--- src/rtl/line_interp.sv ---
// line_interp: stroke rasteriser feeding write_buffer (vga_clk domain).
// Turns sparse camera samples into a continuous Bresenham line from the
// previous sample to the current one, emitted one point per valid/ready
// handshake.
// Optional build macro: LINE_INTERP_STATS_EN adds drop_count / point_count.
module line_interp #(
    parameter int unsigned X_W   = 10,
    parameter int unsigned Y_W   = 10,
    parameter int unsigned X_MAX = 639,
    parameter int unsigned Y_MAX = 479
) (
    input  logic           clk,
    input  logic           reset,
    input  logic [X_W-1:0] cam_x_in,
    input  logic [Y_W-1:0] cam_y_in,
    input  logic           cam_valid,
    input  logic           pen_down,
    output logic [X_W-1:0] out_x,
    output logic [Y_W-1:0] out_y,
    output logic           out_valid,
    input  logic           out_ready,
    output logic           busy
`ifdef LINE_INTERP_STATS_EN
    ,
    output logic [15:0]    drop_count,
    output logic [15:0]    point_count
`endif
);

    // Error term width: wide enough for 2*err of the largest possible line.
    localparam int unsigned EW = ((X_W > Y_W) ? X_W : Y_W) + 2;

    typedef enum logic [2:0] {StIdle, StSingle, StSetup, StStep, StHold} state_e;

    state_e                r_state;
    // Pending slot, plus a pen-down sample parked behind a pending pen-up.
    logic                  r_pv, r_pp, r_hv;
    logic [X_W-1:0]        r_px, r_hx;
    logic [Y_W-1:0]        r_py, r_hy;
    // Line state.
    logic                  r_have_prev, r_sxn, r_syn;
    logic [X_W-1:0]        r_prev_x, r_tx, r_cx;
    logic [Y_W-1:0]        r_prev_y, r_ty, r_cy;
    logic signed [EW-1:0]  r_dx, r_dy, r_err;

    logic [X_W-1:0]        w_cx, w_px_d, w_hx_d, w_bx, w_nx;
    logic [Y_W-1:0]        w_cy, w_py_d, w_hy_d, w_by, w_ny;
    logic                  w_consume, w_bv, w_bp, w_bhv, w_drop;
    logic                  w_pv_d, w_pp_d, w_hv_d;
    logic signed [EW-1:0]  w_x0e, w_x1e, w_y0e, w_y1e, w_dx_s, w_dy_s, w_err0;
    logic signed [EW-1:0]  w_ex, w_ey, w_err_n;
    logic signed [EW:0]    w_e2, w_dxe, w_dye;
    logic                  w_stx, w_sty, w_same, w_at_end;

    assign w_cx      = (cam_x_in > X_W'(X_MAX)) ? X_W'(X_MAX) : cam_x_in;
    assign w_cy      = (cam_y_in > Y_W'(Y_MAX)) ? Y_W'(Y_MAX) : cam_y_in;
    assign w_consume = (r_state == StIdle) && r_pv;
    assign busy      = (r_state != StIdle) || r_pv;

    // Next pending-slot contents: consume first, then land any new sample (latest wins).
    always_comb begin
        w_bv   = r_pv;
        w_bx   = r_px;
        w_by   = r_py;
        w_bp   = r_pp;
        w_bhv  = r_hv;
        if (w_consume) begin
            w_bv  = r_hv;
            w_bx  = r_hx;
            w_by  = r_hy;
            w_bp  = 1'b1;
            w_bhv = 1'b0;
        end
        w_pv_d = w_bv;
        w_px_d = w_bx;
        w_py_d = w_by;
        w_pp_d = w_bp;
        w_hv_d = w_bhv;
        w_hx_d = r_hx;
        w_hy_d = r_hy;
        w_drop = 1'b0;
        if (cam_valid) begin
            if (w_bv && !w_bp && pen_down) begin
                // A pending pen-up must not be lost; queue the pen-down behind it.
                w_hv_d = 1'b1;
                w_hx_d = w_cx;
                w_hy_d = w_cy;
                w_drop = w_bhv;
            end else begin
                w_pv_d = 1'b1;
                w_px_d = w_cx;
                w_py_d = w_cy;
                w_pp_d = pen_down;
                w_hv_d = 1'b0;
                w_drop = w_bv;
            end
        end
    end

    // Pending sample registers.
    always_ff @(posedge clk or negedge reset) begin
        if (!reset) begin
            r_pv <= 1'b0;
            r_pp <= 1'b0;
            r_px <= '0;
            r_py <= '0;
            r_hv <= 1'b0;
            r_hx <= '0;
            r_hy <= '0;
        end else begin
            r_pv <= w_pv_d;
            r_pp <= w_pp_d;
            r_px <= w_px_d;
            r_py <= w_py_d;
            r_hv <= w_hv_d;
            r_hx <= w_hx_d;
            r_hy <= w_hy_d;
        end
    end

    // Line setup and Bresenham step arithmetic (both updates use the pre-step err).
    always_comb begin
        w_x0e   = $signed({{(EW-X_W){1'b0}}, r_prev_x});
        w_x1e   = $signed({{(EW-X_W){1'b0}}, r_tx});
        w_y0e   = $signed({{(EW-Y_W){1'b0}}, r_prev_y});
        w_y1e   = $signed({{(EW-Y_W){1'b0}}, r_ty});
        w_dx_s  = (r_tx >= r_prev_x) ? (w_x1e - w_x0e) : (w_x0e - w_x1e);
        w_dy_s  = (r_ty >= r_prev_y) ? (w_y0e - w_y1e) : (w_y1e - w_y0e);
        w_err0  = w_dx_s + w_dy_s;
        w_same  = (r_tx == r_prev_x) && (r_ty == r_prev_y);
        w_e2    = $signed({r_err, 1'b0});
        w_dxe   = $signed({r_dx[EW-1], r_dx});
        w_dye   = $signed({r_dy[EW-1], r_dy});
        w_stx   = (w_e2 >= w_dye);
        w_sty   = (w_e2 <= w_dxe);
        w_ex    = w_stx ? r_dy : '0;
        w_ey    = w_sty ? r_dx : '0;
        w_err_n = r_err + w_ex + w_ey;
        w_nx    = r_cx;
        w_ny    = r_cy;
        if (w_stx) w_nx = r_sxn ? (r_cx - X_W'(1)) : (r_cx + X_W'(1));
        if (w_sty) w_ny = r_syn ? (r_cy - Y_W'(1)) : (r_cy + Y_W'(1));
        w_at_end = (r_cx == r_tx) && (r_cy == r_ty);
    end

    // Main FSM with registered point outputs.
    always_ff @(posedge clk or negedge reset) begin
        if (!reset) begin
            r_state     <= StIdle;
            r_have_prev <= 1'b0;
            r_prev_x    <= '0;
            r_prev_y    <= '0;
            r_tx        <= '0;
            r_ty        <= '0;
            r_cx        <= '0;
            r_cy        <= '0;
            r_sxn       <= 1'b0;
            r_syn       <= 1'b0;
            r_dx        <= '0;
            r_dy        <= '0;
            r_err       <= '0;
            out_x       <= '0;
            out_y       <= '0;
            out_valid   <= 1'b0;
        end else begin
            unique case (r_state)
                StIdle: begin
                    if (r_pv) begin
                        if (!r_pp) begin
                            r_have_prev <= 1'b0;
                        end else if (!r_have_prev) begin
                            r_cx      <= r_px;
                            r_cy      <= r_py;
                            out_x     <= r_px;
                            out_y     <= r_py;
                            out_valid <= 1'b1;
                            r_state   <= StSingle;
                        end else begin
                            r_tx    <= r_px;
                            r_ty    <= r_py;
                            r_state <= StSetup;
                        end
                    end
                end
                StSingle: begin
                    if (out_ready) begin
                        out_valid   <= 1'b0;
                        r_prev_x    <= r_cx;
                        r_prev_y    <= r_cy;
                        r_have_prev <= 1'b1;
                        r_state     <= StIdle;
                    end
                end
                StSetup: begin
                    r_dx    <= w_dx_s;
                    r_dy    <= w_dy_s;
                    r_err   <= w_err0;
                    r_sxn   <= (r_tx < r_prev_x);
                    r_syn   <= (r_ty < r_prev_y);
                    r_cx    <= r_prev_x;
                    r_cy    <= r_prev_y;
                    r_state <= w_same ? StIdle : StStep;
                end
                StStep: begin
                    r_cx      <= w_nx;
                    r_cy      <= w_ny;
                    out_x     <= w_nx;
                    out_y     <= w_ny;
                    r_err     <= w_err_n;
                    out_valid <= 1'b1;
                    r_state   <= StHold;
                end
                StHold: begin
                    if (out_ready) begin
                        out_valid <= 1'b0;
                        if (w_at_end) begin
                            r_prev_x <= r_tx;
                            r_prev_y <= r_ty;
                            r_state  <= StIdle;
                        end else begin
                            r_state <= StStep;
                        end
                    end
                end
                default: r_state <= StIdle;
            endcase
        end
    end

`ifdef LINE_INTERP_STATS_EN
    // Statistics: saturating drop counter, wrapping transfer counter.
    always_ff @(posedge clk or negedge reset) begin
        if (!reset) begin
            drop_count  <= '0;
            point_count <= '0;
        end else begin
            if (w_drop && (drop_count != 16'hFFFF)) drop_count <= drop_count + 16'd1;
            if (out_valid && out_ready) point_count <= point_count + 16'd1;
        end
    end
`endif

endmodule

--- config.mk ---
export PLATFORM = sky130hd
export DESIGN_NAME = line_interp
export DESIGN_NICKNAME = d
export VERILOG_FILES = /design/src/rtl/line_interp.sv
export SDC_FILE = /design/constraint.sdc
export NUM_CORES = 1
export LEC_CHECK = 0
export CAP_MARGIN = 40
export CORE_ASPECT_RATIO = 2
export CORE_MARGIN = 2
export CORE_UTILIZATION = 50
export DETAILED_ROUTE_END_ITERATION = 6
export PLACE_DENSITY = 0.69
export SYNTH_ARGS = -nofsm -noshare
export SYNTH_HDL_FRONTEND = slang
export SYNTH_SLANG_ARGS = --single-unit
--- constraint.sdc ---
create_clock -name clk -period 9.1 [get_ports clk]
set_input_delay 0.91 -clock clk [delete_from_list [all_inputs] [get_ports clk]]
set_output_delay 0.91 -clock clk [all_outputs]
set_load 0.01 [all_outputs]
* After elaboration in Yosys (flattened, before gate mapping)
Cells that the tools add are included.
** Word-level totals
- Word-level logic and storage cells :: 144
- Input bits :: 25
- Bits in registers :: 166
- Output and inout bits :: 22
** Cells by class
- $lt $le $gt $ge :: 8
- Muxes and demuxes :: 61
- Equal/unequal tests :: 16
- Reduce and logical (&&, ||, !) cells :: 25
- Add/subtract/negate cells :: 11
** Operators by type and width (number)
- 2-to-1 mux 10 bit :: 24
- case mux 10 bit (2 select lines) :: 4
- case mux 10 bit (3 select lines) :: 2
- 2-to-1 mux 12 bit :: 4
- subtractor 10 x 10 -> 11 bit :: 4
- == test 10 bit :: 4
- adder 12 bit :: 3
- case mux 12 bit (2 select lines) :: 1
- AND reduction 4 bit :: 6
- adder 10 x 1 -> 10 bit, second input constant :: 2
- >= comparator 10 bit :: 2
- less-than comparator 10 bit :: 2
- subtractor 10 x 1 -> 10 bit, second input constant :: 2
- 2-to-1 mux 1 bit :: 16
- case mux 3 bit (5 select lines) :: 1
- inequality test 2 bit, second input constant :: 7
- >= comparator 13 x 12 -> 1 bit :: 1
- less-or-equal comparator 13 x 12 -> 1 bit :: 1
- 2-to-1 mux 3 bit :: 4
- > comparator 10 bit, second input constant :: 1
- > comparator 10 x 9 -> 1 bit, second input constant :: 1
- nonzero test 2 bit :: 5
- nonzero test 3 bit :: 3
- == test 3 x 2 -> 1 bit, second input constant :: 2
- 13 further kinds :: 19

* Depth between registers and ports, before layout
- Word-level depth :: 8
- Depth in mapped cells :: 22
- Mapped depth without buffers :: 20

* Least setup slack after synthesis
Ideal clock, no wire load.
- Path type :: register to register
- Start point :: reg r_err[11]
- End point :: reg r_err[11]
- Clock period less this slack :: 4.723 ns
- Setup slack :: 4.377 ns
- Path buffers :: 2
- Arrival time :: 4.597 ns
- Cell stages (with the launch flop) :: 20
- Cell sequence :: dfrtp_1 > ha_1 > and3_1 > nand4_1 > o21bai_1 > a31oi_1 > clkbuf_1 > clkbuf_1 > nor2_1 > fa_1 > ha_1 > inv_1 > fa_1 > nor2b_1 > o21ai_0 > a21oi_1 > a2111oi_0 > o31ai_1 > xnor2_1 > a221o_1
** On the way
- Cells in the longest elaborated chain, start to end :: 5
** Ends and longest elaborated chain
- from (decl) :: line 44 : logic signed [EW-1:0] r_dx, r_dy, r_err;
- from (signal assigned) :: line 197 : r_err <= w_err0;
- from (signal assigned) :: line 209 : r_err <= w_err_n;
- >= comparator 13 x 12 -> 1 bit :: line 134 : w_stx = (w_e2 >= w_dye);
- 2-to-1 mux 12 bit :: line 136 : w_ex = w_stx ? r_dy : '0;
- adder 12 bit :: line 138 : w_err_n = r_err + w_ex + w_ey;
- adder 12 bit (*) :: line 138
- case mux 12 bit (2 select lines) (*) :: line 166 : unique case (r_state)
Mark *: on every way between the ends. The rest lies on a longest branch, timed or not.
A chain may end at the register's enable or synchronous reset.

* Worst setup path after layout
- Start point :: reg r_err[7]
- End point :: reg r_err[11]
Same word-level chain as after synthesis.

==> summary.md <==
| Metric | Value |
|---|---|
| Run status | finished clean |
| Synth Register Bits | 164 |
| Vias | 9947 |
| PortBufs | 46 |
| Drt wl/cell | 19.1 microns |
| Vias in the first global route | 10200 |
| Die Footprint | 25200 sq um |
| Fin nets | 1517 |
| Skew final | 0.0105 ns |
| Layout area overhead | 11.0% |
| Setup Total Neg Slack | 0 ns |
| Syn Area/Cell | 8.81 sq um |
| H-tree depth | 4 |
| Fin cells | 1671 |
| Initial drt markers | 624 |
| Crit path capture type | flop |
| Hold_buf cts | 0 |
| Top reg by flops | r_err |
| Mapped Nets | 1502 |
| Pins Over Slew Limit | 0 |
| Initial antenna violation count | 0 |
| Most used DFF post-synth | dfrtp_1 |
| Largest net degree at the start of global routing | 82 |
| Drt drc | 0 |
| Initial Utilization | 0.506 |
| Worst-skew pair later-pin latency | 0.46 ns |
| Synth warn | 0 |
| Die Wd | 113 microns |
| Final Hold Violating Endpoints | 0 |
| Minimum clock period | 4.91 ns |
| Post-CTS setup buffers | 0 |
| Mapped Area | 11900 sq um |
| Root Buffer | clkbuf_16 |
| WS Path Type | flop to flop |
| # setup viols final | 0 |
| Tightest Pin Transition | 0.793 ns |
| CTS tree | done |
| Footprint of the multi-input gates | 7220 sq um |
| Layout cells sized above 1 | 0.0744 |
| Core area | 23600 sq um |
| Ant diodes | 0 |
| GRT Total Usage | 0.262 |
| Slew headroom | 0.471 |
| Clk sinks | 164 |
| Clk slew on worst S/H paths | 0.07 ns |
| Biggest regs | r_err (12), r_dx (11), r_dy (11) |
| Post-CTS sizing | 0 |
| Maxcap violations | 0 |
| Hold/Removal Path Class | flop to flop |
| Tcrit/Tclk final | 0.540 |
| Die Span Y | 223 microns |
| Placement Cell Area | 12700 sq um |
| Placed cells | 1640 |
| RSZ-0062 raised after global routing | false |
| Detailed-route wire length | 31.9 mm |
| Kind of start point of the critical path | flop |
| Worst Path Required | 9.43 ns |
| Crit path max fanout | 19 |
| FFs w/ async S/R, synth | 1.00 |
| DR pass1 iterations | 5 |
| Clock buffer depth | 2 |
| Finished Cell Area | 13300 sq um |
| Filler cells | 2162 |
| Syn Inst Count | 1357 |
| Register area | 4110 sq um |
| First-pass GRT wire length | 52.5 mm |
| DRT antenna net count | 0 |
| GRT overflow | 0 |
| Sequential area share after synthesis | 0.343 |
| Fmax | 204 MHz |
| CP Data Arrival Time | 5.24 ns |
| Vias/cell | 5.95 |
| Synth cell types | 75 |
| FP Rows | 80 |
| Num ports | 47 |
| Detailed Place HPWL | 23.5 mm |
| Routability Congestion | 0.908 |
| Inserted Clock Buffers | 17 |
| Max reg flops | 12 |
| Number of flops mapped to enable cells by yosys | 0 |
## layer usage
| layer | part of all wire | vias to the layer above | GRT usage |
|---|---|---|---|
| li1 | - | 4753 | - |
| met4 | 0.034 | 0 | 0.101 |
| met5 | 0 | - | 0 |
| met2 | 0.53 | 242 | 0.464 |
| met3 | 0.032 | 68 | 0.0420 |
| met1 | 0.41 | 4884 | 0.315 |
## cell usage after synthesis, drive strengths merged, types with 6 or more instances
master  instances  area, sq um
a211oi         28          210
a21o           13         97.6
a21oi          88          440
a221o           6         60.1
a22oi           7         52.6
and2           16          103
buf            14         77.6
clkbuf         54          203
dfrtp         164         4100
fa             19          380
ha            101         1260
inv            99          372
mux2           34          390
mux2i          46          460
nand2         155          584
nand2b         12         75.1
nand3          13         77.6
nand4           9         56.3
nor2           92          345
nor2b          28          175
nor3           18         90.1
nor4            8         56.3
o211ai         11         87.6
o21a           10         75.1
o21ai         153          766
o21bai          8         60.1
o22ai           6         37.5
o31ai           8         60.1
or3             8         50.1
xnor2          43          377
xor2           27          236
## worst max-delay path, stage by stage (launching register included)
cell and delay [ns]:
dfrtp_1 0.44, ha_1 0.32, a21oi_1 0.15, nor2b_1 0.06, o41ai_1 0.37, a41oi_2 0.34, buf_4 0.32, and2_1 0.21
fa_1 0.45, ha_1 0.23, inv_1 0.07, fa_1 0.18, nor2b_1 0.06, o21ai_0 0.22, a21oi_1 0.15, a2111oi_0 0.56
o31ai_1 0.18, xnor2_1 0.15, a221o_1 0.32
## final timing paths
check	start	end	slack [ns]	depth (start not counted)
setup / recovery	r_err[7]$_DFFE_PN0N_	r_err[11]$_DFFE_PN0N_	4.19	18
hold / removal	r_hy[0]$_DFFE_PN0P_	r_hy[0]$_DFFE_PN0P_	0.48	2
setup reg to reg	r_err[7]$_DFFE_PN0N_	r_err[11]$_DFFE_PN0N_	4.19	18
hold reg to reg	r_hy[0]$_DFFE_PN0P_	r_hy[0]$_DFFE_PN0P_	0.48	2
max in group asynchronous	reset	r_err[8]$_DFFE_PN0N_	7.48	2
min in group asynchronous	reset	r_px[1]$_DFF_PN0_	0.49	1
## layout by cell type, fill, tap and decap left out, types with 13 or more instances in the layout
| cell type | instances |
|---|---|
| o21ai_0 | 148 |
| nand2_1 | 154 |
| buf_4 | 15 |
| a211oi_1 | 28 |
| dfrtp_1 | 163 |
| inv_1 | 99 |
| ha_1 | 101 |
| mux2_2 | 31 |
| fa_1 | 19 |
| and2_1 | 15 |
| mux2i_1 | 46 |
| nor2_1 | 90 |
| xnor2_1 | 43 |
| nor3_1 | 18 |
| nor2b_1 | 28 |
| a21o_1 | 13 |
| clkdlybuf4s50_1 | 45 |
| xor2_1 | 27 |
| a21oi_1 | 88 |
| clkbuf_16 | 17 |
## logic make-up after synthesis
logic type | after synthesis | synth area share
simple gates | 376 | 0.145
flops | 164 | 0.343
fa+ha+maj | 120 | 0.138
buf+inv | 167 | 0.0546
compound gates | 379 | 0.195
mux | 80 | 0.0712
xor+xnor | 71 | 0.0532
## stage by stage
stage	worst slack [ns]	utilization	hold WS, ns
detailed placement	4.26	0.537	0.465
CTS	4.21	0.561	0.481
global route	3.68	0.561	0.509
floorplan	4.38	-	0.444
finish	4.19	0.561	0.475
global placement	4.36	0.535	0.457
## layout make-up
type / count / area share
multi-input combinational: 1026 / 0.544
sequential: 164 / 0.309
timing repair buffer: 64 / 0.0471
clock buffer: 19 / 0.0341
inverter: 99 / 0.0280
tap: 287 / 0.0271
clock inverter: 12 / 0.00972
Power is left out: the tool's default activity adds up to more than one toggle a clock period on the data nets, which glitch-free logic cannot reach.
